$ cat src/rtl/exposure_timer.sv
// exposure_timer: prescaled up-counter from 0 to a target that is latched when
// a start is accepted. On the terminal tick it raises a one-cycle Ovf pulse
// and sets a sticky Done flag. It then either returns to IDLE (one-shot) or
// keeps counting (auto-reload). Stop aborts the run and Start retriggers it.
// Priority on each clock edge: Reset > Stop > Start > tick.
module exposure_timer #(
    parameter int WIDTH    = 5,
    parameter int PRESCALE = 1
) (
    input  logic             Clk,
    input  logic             Reset,
    input  logic [WIDTH-1:0] Initial,
    input  logic             Start,
    input  logic             Stop,
    input  logic             Auto_reload,
    output logic [WIDTH-1:0] Current_time,
    output logic             Busy,
    output logic             Ovf,
    output logic             Done
);

    // The prescaler needs at least one bit, even when PRESCALE is 1.
    localparam int PRE_W = (PRESCALE > 1) ? $clog2(PRESCALE) : 1;

    // Prescaler value on the edge that produces a count tick.
    localparam logic [PRE_W-1:0] PRE_LAST = PRE_W'(PRESCALE - 1);
    localparam logic [PRE_W-1:0] PRE_ONE  = PRE_W'(1);
    localparam logic [WIDTH-1:0] CNT_ONE  = WIDTH'(1);

    typedef enum logic {
        IDLE = 1'b0,
        RUN  = 1'b1
    } state_t;

    state_t           state_reg, state_next;
    logic [WIDTH-1:0] count_reg, count_next;
    logic [WIDTH-1:0] target_reg, target_next;
    logic [PRE_W-1:0] pre_reg, pre_next;
    logic             ovf_reg, ovf_next;
    logic             done_reg, done_next;

    logic tick;
    logic at_target;

    // A count tick happens when the prescaler has reached its last value.
    // With PRESCALE=1 the prescaler stays at 0, so every edge is a tick.
    assign tick      = (pre_reg == PRE_LAST);
    assign at_target = (count_reg == target_reg);

    // Next-state and next-register logic: Stop, then Start, then the RUN tick.
    always_comb begin
        state_next  = state_reg;
        count_next  = count_reg;
        target_next = target_reg;
        pre_next    = pre_reg;
        ovf_next    = 1'b0;
        done_next   = done_reg;

        if (Stop) begin
            // Abort: progress is lost, Done keeps its value, and no Ovf is issued.
            state_next = IDLE;
            count_next = '0;
            pre_next   = '0;
        end else if (Start) begin
            // Start, or a retrigger while running: latch a new target and count from 0.
            state_next  = RUN;
            target_next = Initial;
            count_next  = '0;
            pre_next    = '0;
            done_next   = 1'b0;
        end else begin
            unique case (state_reg)
                RUN: begin
                    if (!tick) begin
                        pre_next = pre_reg + PRE_ONE;
                    end else begin
                        pre_next = '0;
                        if (!at_target) begin
                            count_next = count_reg + CNT_ONE;
                        end else begin
                            // Terminal tick. Auto_reload is only sampled here.
                            ovf_next   = 1'b1;
                            done_next  = 1'b1;
                            count_next = '0;
                            if (!Auto_reload) begin
                                state_next = IDLE;
                            end
                        end
                    end
                end
                IDLE: begin
                    // Waiting for Start. All registers hold their values.
                end
                default: begin
                    state_next = IDLE;
                end
            endcase
        end
    end

    // State and datapath registers. Reset has the highest priority.
    always_ff @(posedge Clk) begin
        if (Reset) begin
            state_reg  <= IDLE;
            count_reg  <= '0;
            target_reg <= '0;
            pre_reg    <= '0;
            ovf_reg    <= 1'b0;
            done_reg   <= 1'b0;
        end else begin
            state_reg  <= state_next;
            count_reg  <= count_next;
            target_reg <= target_next;
            pre_reg    <= pre_next;
            ovf_reg    <= ovf_next;
            done_reg   <= done_next;
        end
    end

    assign Current_time = count_reg;
    assign Busy         = (state_reg == RUN);
    assign Ovf          = ovf_reg;
    assign Done         = done_reg;

endmodule

$ cat config.mk
export PLATFORM = sky130hd
export DESIGN_NAME = exposure_timer
export DESIGN_NICKNAME = d
export VERILOG_FILES = /design/src/rtl/exposure_timer.sv
export SDC_FILE = /design/constraint.sdc
export NUM_CORES = 1
export LEC_CHECK = 0
export CORE_ASPECT_RATIO = 1.25
export CORE_MARGIN = 2
export CORE_UTILIZATION = 41
export CTS_CLUSTER_DIAMETER = 150
export DETAILED_ROUTE_END_ITERATION = 8
export GPL_TIMING_DRIVEN = 0
export PLACE_DENSITY_LB_ADDON = 0.3
export SLEW_MARGIN = 0
export SYNTH_ARGS = -nofsm -noshare
export SYNTH_HDL_FRONTEND = slang
export SYNTH_SLANG_ARGS = --single-unit
$ cat constraint.sdc
create_clock -name Clk -period 1.3 [get_ports Clk]
set_clock_uncertainty 0.1 [all_clocks]
set_input_delay 0.325 -clock Clk [delete_from_list [all_inputs] [get_ports Clk]]
set_output_delay 0.325 -clock Clk [all_outputs]
set_load 0.005 [all_outputs]
Word-level counts from Yosys, hierarchy flattened
Index checks and enable logic that the tools add are counted.

Add/subtract/negate cells: 2. Equal/unequal tests: 2. Mux-type cells: 12. Bitwise gates (word level): 3. Reductions and logical operators: 8.

Operators with widths (count): 2-to-1 mux 1 bit (11); adder 5 x 1 -> 5 bit (second input constant) (1); == test 5 bit (1); 2-to-1 mux 5 bit (1); OR reduction 5 bit (1); AND reduction 2 bit (2); AND reduction 4 bit (1); nonzero test 2 bit (2); inverter 1 bit (3); OR reduction 3 bit (1); != test 2 bit (second input constant) (1); OR reduction 2 bit (1); adder 1 bit (second input constant) (1).

Register bits after elaboration: 14. Input port bits: 10. Output and inout bits: 8. Logic and storage cells: 33.

Depth between registers and ports, before layout
Depth in word-level cells: 5. Gate-level depth with buffers: 5. Depth with buffers taken out: 4.

Least setup slack after synthesis
No wires, ideal clock.

Path kind: register -> register. Start point: reg count_reg[0] (netlist: Current_time[0]). End point: reg count_reg[4] (netlist: Current_time[4]). Setup time: 0.134 ns. Arrival time: 0.963 ns. Data required time: 1.066 ns. Slack: 0.103 ns. Stages on the path, launching flop included: 5. Buffers on the path: 0. Period minus slack after synthesis: 1.197 ns. Cells stage by stage: dfxtp_1 ha_1 a31o_2 o2111ai_1 a31oi_1.

Word-level cells in the longest chain between the ends: 2. Elaborated cells on any way between the ends: 3. Those cells by class: add/sub (1); eq/ne (1); mux (1).

RTL lines: from (decl) (RTL line 36) `logic [WIDTH-1:0] count_reg, count_next;`; from (signal assigned) (RTL line 112) `count_reg <= count_next;`; adder 5 x 1 -> 5 bit / == test 5 bit (equally long branches) (RTL line 79, 48); 2-to-1 mux 5 bit (*) (RTL line 78) `if (!at_target) begin`.

Every way passes the cells marked *; elsewhere a longest branch is shown, timed or not. A chain may end at the register's enable or synchronous reset.

Worst setup path in the final report
Start point: reg count_reg[0] (netlist: Current_time[0]). End point: reg ovf_reg (netlist: Ovf).

Word-level cells in the longest chain between the ends: 2.

RTL lines: == test 5 bit (RTL line 48) `assign at_target = (count_reg == target_reg);`; 2-to-1 mux 1 bit (RTL line 78); to (signal assigned) (RTL line 115) `ovf_reg <= ovf_next;`; to (decl) (RTL line 39) `logic ovf_reg, ovf_next;`.

Every way passes these cells.

==> metrics <==
outcome=finished, violations left; failing checks=setup timing; CTS tree=done; Crit. End Element=flop; global-route wire length before repair=2570 µm; clock root cell=clkbuf_4; placed insts=105; Synth Net Count=82; Via Count=629; final worst path period need=1.33 ns; RD Place Congestion=0.692; Core Box Area=0.00158 mm²; Power Internal=0.594 mW; Worst path slowest cell=dfxtp_4; CP Data Required Time=1.43 ns; WL/cell=13.2 µm; ordered list of cells on the worst path=buf_6, xor2_2, nor3_4, buf_6, and4_1; Vias/cell=5.33; leakage=0.451 nW; GRT Total Usage=19.0%; fraction of layout cells with a size suffix above 1=37.0%; Synth Register Bits=13; slew at the pin closest to its max-slew limit=0.249 ns; fillers=132; Num Clock Sinks=13; vias in the first global route=594; CP max FO=5; clock network power share=32.6%; Post-Route WL=1560 µm; fin util=67.3%; clk buf depth=2; Clock H-tree levels=1; # nets final=112; most frequent cells in the layout=nor2_1 (8), dfxtp_1 (7), buf_6 (7); DR top layer=met4; dominant synthesized flop cell=dfxtp_1; Setup crit start=Current_time[0]$_SDFFE_PP0P_; hold_sp=Reset; Pre-Repair DR Iteration Count=4; DR WL met3=61 µm; worst vdd ir=0.000600 V; Final WS setup=-0.0279 ns; Slew Viols, Final=0; worst skew pair latency=0.28 ns; CP most frequent cell=buf_6; Post-Synthesis Cells=71; MaxCap Viol Count=0; post-synthesis cell area=697 µm²; worst flop-to-flop path startpoint=Current_time[0]$_SDFFE_PP0P_; pre-CTS WS=-0.440 ns; Die Width=40.9 µm; total CTS buffers=3; post-synth cell types=26; finished layout cell area=0.00106 mm²; Sw Share=26.6%; DRC errors left=0; Crit path arrival time=1.46 ns; Net Sw Power=0.216 mW; Hold WS=0.134 ns; initial core utilization=44.1%; Hold WC Path Type=in2reg; Met1 Wirelength=666 µm; unrepaired setup endpoints after global routing=yes; initial drt markers=8; DP HPWL=1000 µm; Synth-to-Final Area Change=52.8%; largest net degree at the start of global routing=11; Die Height=50.1 µm; # IOs=18; Reg clk slew, reported paths=0.08 ns; Slew HR=83.1%; most common cell after layout, fill and taps aside=nor2_1; num rows=16; EDFF count, synth=0; Crit path largest cell delay=0.35 ns; Flop pwr share=50.8%; initial antenna violation count=0; PD cells=761 mW/mm²; total congestion overflow=0; IO Port Bufs=16; fmax=753 MHz; FFs w/ async S/R, synth=0%; combinational share of power=16.6%; Finished Layout Cells=118; syn_area_per_cell=9.82 µm²; Die ar.=0.00205 mm²; final hold violation count=0; WL met2=788 µm; sequential fraction of the synthesis area=37.3%; Placed Area=880 µm²; synth warn=0; fin crit share=102%; ant diodes=0; Routed Antenna Nets=0; setup violators final=5; Crit Path Category=reg2reg; startpoint types=flop
==> power groups by stage <==
stage	clock, mW	combinational, mW	sequential, mW
after floorplan	0	0.0648	0.426
after global placement	0	0.108	0.428
after detailed placement	0	0.109	0.428
after CTS	0.261	0.130	0.410
after global routing	0.283	0.147	0.413
final	0.264	0.135	0.412
==> worst max-delay path: cells and delay by family (launching register included) <==
| family | cells | cell delay [ns] |
|---|---|---|
| buf+inv | 2 | 0.27 |
| simple gates | 2 | 0.38 |
| xor+xnor | 1 | 0.18 |
| flops | 1 | 0.35 |
==> layer usage <==
metal  up-vias  global-route usage, %
met5         -                      0
met4         0                   13.3
met3         4                   2.70
met2        23                   28.9
met1       288                   22.9
li1        314                      -
==> path summary, 6_finish.rpt <==
path | cells after the start | slack [ns] | endpoint
worst max-delay path | 5 | -0.03 | Ovf$_SDFF_PP0_
worst max register to register | 5 | -0.03 | Ovf$_SDFF_PP0_
worst min register to register | 1 | 0.38 | Done$_SDFFE_PP0P_
worst min-delay path | 2 | 0.13 | target_reg[3]$_SDFFE_PP0P_
==> kinds of logic after synthesis <==
family | Yosys count | synth area share, %
AO/OA/AOI/OAI | 15 | 16.2
XOR/XNOR | 5 | 8.44
adder cells (fa/ha/maj) | 1 | 1.80
buffers and inverters | 5 | 5.56
flip-flops | 13 | 37.3
multiplexers | 5 | 7.18
AND/OR/NAND/NOR | 27 | 23.5
==> cells in the mapped netlist, types with 3 or more instances <==
master	number	area share (%)
nor2_1	8	4.3
xor2_1	3	3.8
a31oi_1	4	3.6
mux2i_1	5	7.2
o2111ai_1	3	3.8
dfxtp_1	13	37
nand3_1	5	3.6
nand2_1	3	1.6
o211ai_1	3	3.2
==> what timing repair did <==
action | 4_1_cts | 5_1_grt
gates cloned | 0 | 0
endpoints found under the setup margin | 20 | 17
resized for setup | 32 | 9
buffers inserted | 9 | 1
endpoints found under the hold margin | 0 | 0
hold buffers | 0 | 0
pin swaps | 3 | 3
==> per-stage QoR <==
stage / TNS (ns) / power, mW
5_1_grt: -0.349 / 0.842
3_5_place_dp: -4.92 / 0.537
4_1_cts: -0.0246 / 0.802
3_3_place_gp: -4.62 / 0.535
6_report: -0.0459 / 0.810
2_1_floorplan: 0 / 0.490
==> final cells by class <==
type | instances | area [µm²] | area share [%]
Multi-Input combinational cell | 53 | 452 | 42.4
Tap cell | 18 | 22.5 | 2.12
Buffer | 4 | 35.0 | 3.29
Clock buffer | 4 | 26.3 | 2.47
Timing Repair Buffer | 26 | 251 | 23.6
Sequential cell | 13 | 278 | 26.1
No activity file was read; power rests on OpenSTA's default activity.
